$ cat config.mk
export PLATFORM = sky130hd
export DESIGN_NAME = lcd1602_bus_responder
export DESIGN_NICKNAME = d
export VERILOG_FILES = /design/src/rtl/lcd1602_pkg.sv /design/src/rtl/lcd1602_addr_step.sv /design/src/rtl/lcd1602_bus_responder.sv
export SDC_FILE = /design/constraint.sdc
export NUM_CORES = 1
export LEC_CHECK = 0
export ABC_AREA = 1
export CORE_MARGIN = 5
export CORE_UTILIZATION = 31
export CTS_BUF_LIST = sky130_fd_sc_hd__clkbuf_4 sky130_fd_sc_hd__clkbuf_8
export DETAILED_ROUTE_END_ITERATION = 12
export PLACE_DENSITY_LB_ADDON = 0.2
export SKIP_CTS_REPAIR_TIMING = 1
export SYNTH_ARGS = -nofsm -noshare
export SYNTH_HDL_FRONTEND = slang
export SYNTH_HIERARCHICAL = 1
export SYNTH_SLANG_ARGS = --single-unit
$ cat constraint.sdc
create_clock -name clk -period 9.5 [get_ports clk]
set_input_delay 1.9 -clock clk [delete_from_list [all_inputs] [get_ports clk]]
set_output_delay 1.9 -clock clk [all_outputs]
set_load 0.02 [all_outputs]
$ cat src/rtl/lcd1602_pkg.sv
// Shared HD44780 constants: opcodes, DDRAM map, helpers.
// Imported by the responder RTL and by its bus driver.
package lcd1602_pkg;

  localparam int DDRAM_DEPTH = 80;
  localparam int CGRAM_DEPTH = 64;

  localparam logic [6:0] L1_BASE  = 7'h00;
  localparam logic [6:0] L1_LAST  = 7'h27;
  localparam logic [6:0] L2_BASE  = 7'h40;
  localparam logic [6:0] L2_LAST  = 7'h67;
  localparam logic [6:0] ONE_LAST = 7'h4F;
  localparam logic [6:0] LINE_LEN = L1_LAST - L1_BASE + 7'd1;

  localparam logic [7:0] OP_CLEAR  = 8'h01;
  localparam logic [7:0] OP_HOME   = 8'h02;
  localparam logic [7:0] OP_ENTRY  = 8'h04;
  localparam logic [7:0] OP_DISP   = 8'h08;
  localparam logic [7:0] OP_SHIFT  = 8'h10;
  localparam logic [7:0] OP_FUNC   = 8'h20;
  localparam logic [7:0] OP_CGADDR = 8'h40;
  localparam logic [7:0] OP_DDADDR = 8'h80;

  typedef enum logic [3:0] {
    CMD_NOP,
    CMD_CLEAR,
    CMD_HOME,
    CMD_ENTRY,
    CMD_DISP,
    CMD_SHIFT,
    CMD_FUNC,
    CMD_CGADDR,
    CMD_DDADDR
  } cmd_e;

  typedef enum logic {
    ST_IDLE,
    ST_FILL
  } state_e;

  typedef struct packed {
    logic       rs;
    logic       rw;
    logic [7:0] data;
  } bus_t;

  // Highest set bit selects the instruction.
  function automatic cmd_e cmd_decode(input logic [7:0] d);
    cmd_e c;
    if (d >= OP_DDADDR)      c = CMD_DDADDR;
    else if (d >= OP_CGADDR) c = CMD_CGADDR;
    else if (d >= OP_FUNC)   c = CMD_FUNC;
    else if (d >= OP_SHIFT)  c = CMD_SHIFT;
    else if (d >= OP_DISP)   c = CMD_DISP;
    else if (d >= OP_ENTRY)  c = CMD_ENTRY;
    else if (d >= OP_HOME)   c = CMD_HOME;
    else if (d == OP_CLEAR)  c = CMD_CLEAR;
    else                     c = CMD_NOP;
    return c;
  endfunction

  function automatic logic addr_ok(
    input logic [6:0] a,
    input logic       two_line
  );
    logic ok;
    if (two_line)
      ok = (a <= L1_LAST) ||
           (a >= L2_BASE && a <= L2_LAST);
    else
      ok = (a <= ONE_LAST);
    return ok;
  endfunction

  // Linear cell index; line 2 follows line 1.
  function automatic logic [6:0] ddram_index(
    input logic [6:0] a,
    input logic       two_line
  );
    logic [6:0] idx;
    if (two_line && a >= L2_BASE)
      idx = a - L2_BASE + LINE_LEN;
    else
      idx = a - L1_BASE;
    return idx;
  endfunction

endpackage

$ cat src/rtl/lcd1602_addr_step.sv
// DDRAM address counter step with line wrap.
// Ports: addr/inc/two_line in; next_addr, valid out.
module lcd1602_addr_step
  import lcd1602_pkg::*;
(
  input  logic [6:0] addr,
  input  logic       inc,
  input  logic       two_line,
  output logic [6:0] next_addr,
  output logic       valid
);

  always_comb begin
    valid     = addr_ok(addr, two_line);
    next_addr = inc ? addr + 7'd1 : addr - 7'd1;
    if (two_line) begin
      if (inc && addr == L1_LAST)
        next_addr = L2_BASE;
      else if (inc && addr == L2_LAST)
        next_addr = L1_BASE;
      else if (!inc && addr == L2_BASE)
        next_addr = L1_LAST;
      else if (!inc && addr == L1_BASE)
        next_addr = L2_LAST;
    end else begin
      if (inc && addr == ONE_LAST)
        next_addr = L1_BASE;
      else if (!inc && addr == L1_BASE)
        next_addr = ONE_LAST;
    end
  end

endmodule

$ cat src/rtl/lcd1602_bus_responder.sv
// HD44780-style LCD bus responder: decodes bus cycles, holds DDRAM/CGRAM.
// Ports: async bus in, read-back/inspection/mode/error outputs.
module lcd1602_bus_responder
  import lcd1602_pkg::*;
#(
  parameter int         SYNC_STAGES = 2,
  parameter logic [7:0] FILL_CHAR   = 8'h20
) (
  input  logic       clk,
  input  logic       reset,
  input  logic       lcd_rs,
  input  logic       lcd_rw,
  input  logic       lcd_enable,
  input  logic [7:0] lcd_data_in,
  output logic [7:0] lcd_data_out,
  input  logic [6:0] view_addr,
  output logic [7:0] view_char,
  input  logic [5:0] cg_view_addr,
  output logic [4:0] cg_view_row,
  output logic [6:0] ac,
  output logic       busy,
  output logic       display_on,
  output logic       cursor_on,
  output logic       blink_on,
  output logic       entry_inc,
  output logic       entry_shift,
  output logic       two_line,
  output logic       eight_bit,
  output logic       font_5x10,
  output logic       cgram_sel,
  output logic       xfer_strobe,
  output logic       err_overrun,
  output logic       err_addr,
  input  logic       err_clr
);

  logic [SYNC_STAGES-1:0] en_sync;
  bus_t                   bus_sync [SYNC_STAGES];
  logic                   en_q;
  bus_t                   bus_s;
  logic                   fall;

  always_ff @(posedge clk or negedge reset) begin
    if (!reset) begin
      en_sync <= '0;
      en_q    <= 1'b0;
      for (int i = 0; i < SYNC_STAGES; i++)
        bus_sync[i] <= '0;
    end else begin
      en_sync[0]  <= lcd_enable;
      bus_sync[0] <= '{lcd_rs, lcd_rw, lcd_data_in};
      for (int i = 1; i < SYNC_STAGES; i++) begin
        en_sync[i]  <= en_sync[i-1];
        bus_sync[i] <= bus_sync[i-1];
      end
      en_q <= en_sync[SYNC_STAGES-1];
    end
  end

  assign bus_s = bus_sync[SYNC_STAGES-1];
  assign fall  = en_q & ~en_sync[SYNC_STAGES-1];

  logic status_rd, data_rd, data_wr, cmd_wr, any_wr;
  cmd_e cmd;

  assign any_wr    = fall & ~bus_s.rw;
  assign status_rd = fall & bus_s.rw & ~bus_s.rs;
  assign data_rd   = fall & ~busy & bus_s.rw & bus_s.rs;
  assign data_wr   = any_wr & ~busy & bus_s.rs;
  assign cmd_wr    = any_wr & ~busy & ~bus_s.rs;
  assign cmd       = cmd_decode(bus_s.data);

  logic [6:0] ac_next;
  logic       ac_valid;
  logic       step_inc;

  // Cursor shift borrows the stepper with its own direction.
  assign step_inc = (cmd_wr && cmd == CMD_SHIFT) ?
                    bus_s.data[2] : entry_inc;

  lcd1602_addr_step u_step (
    .addr      (ac),
    .inc       (step_inc),
    .two_line  (two_line),
    .next_addr (ac_next),
    .valid     (ac_valid)
  );

  state_e     state, state_n;
  logic [6:0] fill_idx;
  logic       fill_last, fill_we, start_fill;

  assign fill_last  = fill_idx == 7'(DDRAM_DEPTH - 1);
  assign start_fill = cmd_wr && cmd == CMD_CLEAR;

  always_ff @(posedge clk or negedge reset) begin
    if (!reset) begin
      state    <= ST_FILL;
      fill_idx <= '0;
    end else begin
      state <= state_n;
      if (state == ST_FILL && !fill_last)
        fill_idx <= fill_idx + 7'd1;
      else
        fill_idx <= '0;
    end
  end

  always_comb begin
    state_n = state;
    unique case (state)
      ST_IDLE: if (start_fill) state_n = ST_FILL;
      ST_FILL: if (fill_last)  state_n = ST_IDLE;
      default: state_n = ST_IDLE;
    endcase
  end

  always_comb begin
    busy    = (state == ST_FILL);
    fill_we = (state == ST_FILL);
  end

  logic [7:0] ddram [DDRAM_DEPTH];
  logic [4:0] cgram [CGRAM_DEPTH];
  logic [5:0] cg_addr, cg_next;
  logic [6:0] dd_idx, view_idx;
  logic       dd_we, cg_we;
  logic [7:0] rd_byte;

  assign dd_idx   = ddram_index(ac, two_line);
  assign view_idx = ddram_index(view_addr, two_line);
  assign dd_we    = data_wr & ~cgram_sel & ac_valid;
  assign cg_we    = data_wr & cgram_sel;
  assign cg_next  = entry_inc ? cg_addr + 6'd1 : cg_addr - 6'd1;
  assign rd_byte  = cgram_sel ? {3'b000, cgram[cg_addr]} :
                    ac_valid  ? ddram[dd_idx] : 8'h00;

  always_ff @(posedge clk) begin
    if (fill_we)
      ddram[fill_idx] <= FILL_CHAR;
    else if (dd_we)
      ddram[dd_idx] <= bus_s.data;
    if (cg_we)
      cgram[cg_addr] <= bus_s.data[4:0];
  end

  always_ff @(posedge clk or negedge reset) begin
    if (!reset) begin
      view_char   <= '0;
      cg_view_row <= '0;
    end else begin
      view_char   <= addr_ok(view_addr, two_line) ?
                     ddram[view_idx] : 8'h00;
      cg_view_row <= cgram[cg_view_addr];
    end
  end

  always_ff @(posedge clk or negedge reset) begin
    if (!reset) begin
      ac           <= '0;
      cg_addr      <= '0;
      cgram_sel    <= 1'b0;
      lcd_data_out <= '0;
      xfer_strobe  <= 1'b0;
      display_on   <= 1'b0;
      cursor_on    <= 1'b0;
      blink_on     <= 1'b0;
      entry_inc    <= 1'b1;
      entry_shift  <= 1'b0;
      eight_bit    <= 1'b1;
      two_line     <= 1'b0;
      font_5x10    <= 1'b0;
      err_overrun  <= 1'b0;
      err_addr     <= 1'b0;
    end else begin
      xfer_strobe <= status_rd | (fall & ~busy);

      if (status_rd)
        lcd_data_out <= {busy, ac};

      if (data_rd)
        lcd_data_out <= rd_byte;

      if (data_rd || data_wr) begin
        if (cgram_sel) cg_addr <= cg_next;
        else           ac      <= ac_next;
      end

      if (cmd_wr) begin
        unique case (cmd)
          CMD_CLEAR: begin
            ac        <= '0;
            entry_inc <= 1'b1;
            cgram_sel <= 1'b0;
          end
          CMD_HOME: ac <= '0;
          CMD_ENTRY: begin
            entry_inc   <= bus_s.data[1];
            entry_shift <= bus_s.data[0];
          end
          CMD_DISP: begin
            display_on <= bus_s.data[2];
            cursor_on  <= bus_s.data[1];
            blink_on   <= bus_s.data[0];
          end
          CMD_SHIFT:
            if (!bus_s.data[3]) ac <= ac_next;
          CMD_FUNC: begin
            eight_bit <= bus_s.data[4];
            two_line  <= bus_s.data[3];
            font_5x10 <= bus_s.data[2];
          end
          CMD_CGADDR: begin
            cg_addr   <= bus_s.data[5:0];
            cgram_sel <= 1'b1;
          end
          CMD_DDADDR: begin
            ac        <= bus_s.data[6:0];
            cgram_sel <= 1'b0;
          end
          default: ;
        endcase
      end

      if (err_clr)
        err_overrun <= 1'b0;
      else if (any_wr && busy)
        err_overrun <= 1'b1;

      if (err_clr)
        err_addr <= 1'b0;
      else if (cmd_wr && cmd == CMD_DDADDR &&
               !addr_ok(bus_s.data[6:0], two_line))
        err_addr <= 1'b1;
    end
  end

endmodule

---- Word level (Yosys, flattened, before mapping) ----
Memory sizes are Yosys's and may differ from the RTL's. A register that Yosys moved wholly into a read port is not among the register bits.
Cells that the tools add are included.
storage, ports and cells
  register bits after elaboration ......... 72
  memory bits (writable) .................. 960
  output and inout port bits .............. 41
  word-level logic and storage cells ...... 185
  memories kept ........................... 2
memory list
  memory  words  width  rd ports  clocked after Yosys merged registers in  wr ports  line                          source
  ddram   80     8      2         0                                        1         lcd1602_bus_responder.sv:123  logic [7:0] ddram [DDRAM_DEPTH];
  cgram   64     5      2         1                                        1         lcd1602_bus_responder.sv:124  logic [4:0] cgram [CGRAM_DEPTH];
cells by class
  add/subtract/negate cells ............... 9
  order comparisons ....................... 19
  eq/ne operators ......................... 14
  multiplexer cells ....................... 58
  bitwise operators ....................... 19
  reductions and logical operators ........ 38
operator list
  cell                                                                   count
  7-bit two-way mux                                                      16
  8-bit two-way mux                                                      6
  7-bit <= comparator, second input constant                             6
  6-bit two-way mux                                                      5
  7-bit == test, second input constant                                   4
  7-bit >= comparator, second input constant                             3
  7-bit by 6-bit <= comparator with 1-bit output, second input constant  3
  7-bit one-hot mux with 3 select lines                                  1
  1-bit two-way mux                                                      20
  4-bit by 3-bit == test with 1-bit output, second input constant        4
  1-bit logical AND                                                      16
  7-bit by 1-bit adder with 7-bit output, second input constant          2
  7-bit by 6-bit adder with 7-bit output, second input constant          2
  7-bit subtractor, second input constant                                2
  1-bit AND                                                              13
  4-bit two-way mux                                                      3
  2-bit AND reduction                                                    5
  2-bit nonzero test                                                     5
  4-bit by 2-bit == test with 1-bit output, second input constant        2
  8-bit by 1-bit == test with 1-bit output, second input constant        1
  8-bit by 2-bit >= comparator with 1-bit output, second input constant  1
  8-bit by 3-bit >= comparator with 1-bit output, second input constant  1
  8-bit by 4-bit >= comparator with 1-bit output, second input constant  1
  8-bit by 5-bit >= comparator with 1-bit output, second input constant  1
  other kinds (19)                                                       34

---- Logic depth before layout (Yosys ltp) ----
  depth in word-level cells ............... 24
  mapped depth ............................ 26

---- Modules after synthesis ----
Netlist, hierarchy kept.
modules (own cells, without submodules)
  module                 times used  cells each  area each (um2)
  lcd1602_bus_responder  1           5,934       52,995.8
  lcd1602_addr_step      1           110         563.0

---- Least setup slack after synthesis ----
OpenSTA, ideal clock, no wires.
  path kind ............................... reg2reg
  from .................................... register ac[5]
  to ...................................... memory ddram[0][0] (data pin)
  setup time .............................. 573 ps
  arrival ................................. 3,382 ps
  setup slack ............................. 5,545 ps
  stages on the path, launching flop included .. 9
  buffers on the path ..................... 1
  period minus slack after synthesis ...... 3,955 ps
  path through ............................ dfrtp_1 > nor2_2 > nor3_1 > a31oi_1 > nand2_2 > nor2_2 > nand2_4 > buf_4 > nor2_1
between the ends
  word-level cells in the longest chain between the ends .. 10
  elaborated cells between the ends (all ways) .. 13
ends and longest elaborated chain
  element                                                            line                          source
  from (decl)                                                        lcd1602_bus_responder.sv:20   output logic [6:0] ac,
  from (signal assigned)                                             lcd1602_bus_responder.sv:186  else ac <= ac_next;
  from (signal assigned)                                             lcd1602_bus_responder.sv:207  if (!bus_s.data[3]) ac <= ac_next;
  from (signal assigned)                                             lcd1602_bus_responder.sv:218  ac <= bus_s.data[6:0];
  7-bit >= comparator / 7-bit <= comparator (equally long branches)  lcd1602_pkg.sv:69             (a >= L2_BASE && a <= L2_LAST);
  1-bit logical AND                                                  lcd1602_pkg.sv:69
  1-bit logical OR                                                   lcd1602_pkg.sv:68             ok = (a <= L1_LAST) ||
  1-bit two-way mux *                                                lcd1602_pkg.sv:67             if (two_line)
  net ac_valid                                                       lcd1602_bus_responder.sv:74   logic ac_valid;
  1-bit AND *                                                        lcd1602_bus_responder.sv:132  assign dd_we = data_wr & ~cgram_sel & ac_valid;
  1-bit two-way mux *                                                lcd1602_bus_responder.sv:141  else if (dd_we)
  1-bit two-way mux *                                                lcd1602_bus_responder.sv:139  if (fill_we)
  1-bit two-way mux (implied by the code) *                          lcd1602_bus_responder.sv:142  ddram[dd_idx] <= bus_s.data;
  8-bit OR reduction (no source line) *                              -
  8-bit two-way mux (no source line) *                               -
  to (decl)                                                          lcd1602_bus_responder.sv:123
Mark *: on every way through the listed nets, which the timed path passes. The rest lies on a longest branch.

---- Worst setup path in the final report ----
  from .................................... register ac[5]
  to ...................................... memory ddram[51][7] (enable)
between the ends
  word-level cells in the longest chain between the ends .. 10
  elaborated cells between the ends (all ways) .. 18
ends and longest elaborated chain
  element                                                                         line
  7-bit >= comparator / 7-bit <= comparator (equally long branches)               lcd1602_pkg.sv:69
  1-bit logical AND                                                               lcd1602_pkg.sv:69
  1-bit logical OR                                                                lcd1602_pkg.sv:68
  1-bit two-way mux *                                                             lcd1602_pkg.sv:67
  net ac_valid                                                                    lcd1602_bus_responder.sv:74
  1-bit AND *                                                                     lcd1602_bus_responder.sv:132
  1-bit two-way mux *                                                             lcd1602_bus_responder.sv:141
  1-bit two-way mux *                                                             lcd1602_bus_responder.sv:139
  1-bit two-way mux (implied by the code) *                                       lcd1602_bus_responder.sv:142
  8-bit OR reduction (no source line)                                             -
  7-bit two-way mux (no source line) / 1-bit two-way mux (equally long branches)  -
Marked as above.

==> flow_metrics.env <==
export IMPL_cp_max_fo=16
export IMPL_nNetsFinal=6010
export IMPL_num_vias=45294
export IMPL_worstPathCellList="nor2_2 -> nor3_1 -> a31oi_1 -> nand2_2 -> nor2_2 -> nand2_4 -> inv_4 -> nor2_1 -> inv_1 -> nand2_1 -> nor2_1"
export IMPL_cts_sinks=1037
export IMPL_boundaryPins=68
export IMPL_crit_path_end="ddram[51][7]$_DFFE_PP_"
export IMPL_required_ps=10030
export IMPL_power_leakage_nw=22.8
export IMPL_grt_max_degree=189
export IMPL_fin_crit_ps=4780
export IMPL_mostFrequentLayoutCells="1,628 x nand2_1, 960 x edfxtp_1, 676 x nand3_1"
export IMPL_clk_pin_slew_ps=70
export IMPL_rows=152
export IMPL_slew_violations=0
export IMPL_synth_seq_cells=1037
export IMPL_yosys_most_used_dff="edfxtp_1"
export IMPL_syn_area_um2=53600
export IMPL_worstReg2RegEnd="ddram[51][7]$_DFFE_PP_"
export IMPL_clock_root_buffer="clkbuf_8"
export IMPL_coreArea_um2=172000
export IMPL_rsz0062_at_grt="no"
export IMPL_area_growth_pct=11.6
export IMPL_grt_pass1_wl_um=286000
export IMPL_dpl_hpwl_um=116000
export IMPL_fin_util_pct=34.8
export IMPL_clockBufferDepth=3
export IMPL_clkLatencyLatePin_ps=950
export IMPL_wl_met3_um=16600
export IMPL_die_w_um=426
export IMPL_maxCapViolCount=0
export IMPL_gp_congestion=0.911
export IMPL_synth_edf_count=960
export IMPL_wl_per_cell_um=23.2
export IMPL_r2r_start="ac[5]$_DFF_PN0_"
export IMPL_drt_initial_drc_count=5162
export IMPL_syn_num_nets=6088
export IMPL_drtAntennaViolNets=0
export IMPL_gr_usage_all_layers_pct=20.9
export IMPL_startpoint_type="register"
export IMPL_hold_violations=0
export IMPL_fp_dieArea_um2=181000
export IMPL_highest_layer="met4"
export IMPL_cp_startpoint="ac[5]$_DFF_PN0_"
export IMPL_critPathKind="reg2reg"
export IMPL_clock_skew_final_ps=64.9
export IMPL_max_clock_freq_mhz=209
export IMPL_cts_tree="built"
export IMPL_grt_ovfl_total=0
export IMPL_remaining_drc_errors=0
export IMPL_grt_pass1_vias=41960
export IMPL_ir_drop_mv=0.128
export IMPL_endpoint_kind="register"
export IMPL_drt_wl_total_um=196000
export IMPL_htreeDepth=4
export IMPL_crit_path_max_incr_delay_ps=1060
export IMPL_synth_cell_types=55
export IMPL_final_common_cell="nand2_1"
export IMPL_r2r_setup_slack_ps=4720
export IMPL_synthArstFlopShare_pct=7.43
export IMPL_crit_slowest_cell="nor2_1"
export IMPL_port_buffers=67
export IMPL_dr_wl_met2_um=87300
export IMPL_yosysSeqAreaShare_pct=57.4
export IMPL_antenna_found_initial=2
export IMPL_maxSlewHeadroom_pct=16.0
export IMPL_yosys_warnings=6
export IMPL_worst_pin_slew_ps=1260
export IMPL_drt_pass1_iterations=6
export IMPL_dieHeight_um=426
export IMPL_vias_per_cell=5.37
export IMPL_cellPowerDensity_nw_per_um2=234
export IMPL_syn_area_per_cell_um2=8.86
export IMPL_outcome="finished clean"
export IMPL_numCtsBuffers=187
export IMPL_r2r_cells=11
export IMPL_cp_arrival_ps=5310
export IMPL_hold_path_class="reg2reg"
export IMPL_setup_tns_ps=0
export IMPL_drive_gt1_share_pct=8.21
export IMPL_synthCells=6044
export IMPL_initial_core_util_pct=31.2
export IMPL_fin_crit_sh_pct=50.3
export IMPL_setup_violations=0
export IMPL_wl_met1_um=85700
==> stage by stage <==
| stage | cells | hold WS, ps | setup slack, ps | power (W) | area [um^2] |
|---|---|---|---|---|---|
| 3_5_place_dp | 8087 | 335 | 4410 | 0.00975 | 56100 |
| 4_1_cts | 8435 | 351 | 4820 | 0.0140 | 59800 |
| 6_report | 8439 | 346 | 4720 | 0.0140 | 59800 |
| 3_3_place_gp | 8087 | 333 | 4430 | 0.00974 | 56100 |
| 5_1_grt | 8438 | 352 | 4560 | 0.0147 | 59800 |
| 2_1_floorplan | 6044 | 331 | 5540 | 0.00805 | 53600 |
==> synthesized netlist by cell type (3+ instances only) <==
cell type	n	area, um^2
nand2_1	1629	6110
edfxtp_1	960	28800
nand3_1	676	3380
nor2_1	627	2350
o21ai_0	524	2620
inv_1	376	1410
a21oi_1	221	1110
clkbuf_1	189	709
o211ai_1	189	1420
buf_2	176	881
nand4_1	82	513
o22ai_1	76	475
dfrtp_1	74	1850
buf_1	31	116
o221ai_1	20	175
nand2_2	17	106
nor3_1	17	85.1
inv_2	16	60.1
ha_1	15	188
o2111ai_1	14	123
buf_4	13	97.6
a22oi_1	9	67.6
nor2_2	8	50.1
o21ai_1	8	40.0
nor2_4	7	78.8
o21ai_2	6	52.6
xor2_1	6	52.6
nor3_2	5	50.1
or2_2	5	31.3
a21boi_1	4	30.0
clkinv_1	4	15.0
a31oi_1	3	18.8
buf_6	3	33.8
dfstp_2	3	78.8
nand3_2	3	30.0
==> logic make-up after synthesis <==
family | synth area share, %
fa+ha+maj | 0.425
mux | 0.0187
xor+xnor | 0.213
compound gates | 11.6
flops | 57.4
simple gates | 24.1
buf+inv | 6.22
==> area by class of cell <==
cell class,count,area [um^2]
antenna,4,10.0
clock buffer,276,3330
clock inverter,72,404
fill,17427,112000
inverter,397,1520
multi-input combinational,4198,19600
sequential,1037,30800
tap,2310,2890
timing repair buffer,145,1300
==> critical path: cells and delay by family (launching register included) <==
kind	cells	cell delay (ps)
AOI/OAI and AO/OA	1	240
buffers and inverters	2	720
DFF	1	650
and+or+nand+nor	8	2730
==> power by group <==
part           switching, W  total [W]  leakage (nW)  internal, W
clock network       0.00200    0.00425          2.00      0.00226
registers          0.000206    0.00523          9.62      0.00503
logic               0.00336    0.00452          11.1      0.00116
total               0.00556     0.0140          22.8      0.00845
==> registers in the layout, indices dropped and copies added, names as in the netlist, 2 cells and up <==
register and cells:
cgram 320, fill_idx 7, view_char 8, cg_view_row 5, en_sync 2, ddram 640
lcd_data_out 8, bus_s 10, ac 7, cg_addr 6, bus_sync 10
==> worst min path at each step <==
stage,startpoint,end,slack [ps],cells past startpoint
2_1_floorplan,bus_sync[10]$_DFF_PN0_,bus_s[0]$_DFF_PN0_,330,0
3_3_place_gp,bus_sync[15]$_DFF_PN0_,bus_s[5]$_DFF_PN0_,330,0
3_5_place_dp,bus_sync[18]$_DFF_PN0_,bus_s[8]$_DFF_PN0_,330,0
4_1_cts,bus_sync[14]$_DFF_PN0_,bus_s[4]$_DFF_PN0_,350,0
5_1_grt,bus_sync[14]$_DFF_PN0_,bus_s[4]$_DFF_PN0_,350,0
6_report,bus_sync[17]$_DFF_PN0_,bus_s[7]$_DFF_PN0_,350,0
==> per-layer routing <==
layer  track usage [%]  vias to the layer above
met1              29.8                    22116
met3              3.73                      364
li1                  -                    20695
met4              7.14                        0
met5                 0                        -
met2              32.2                     2119
(Power assumes the default switching activity.)
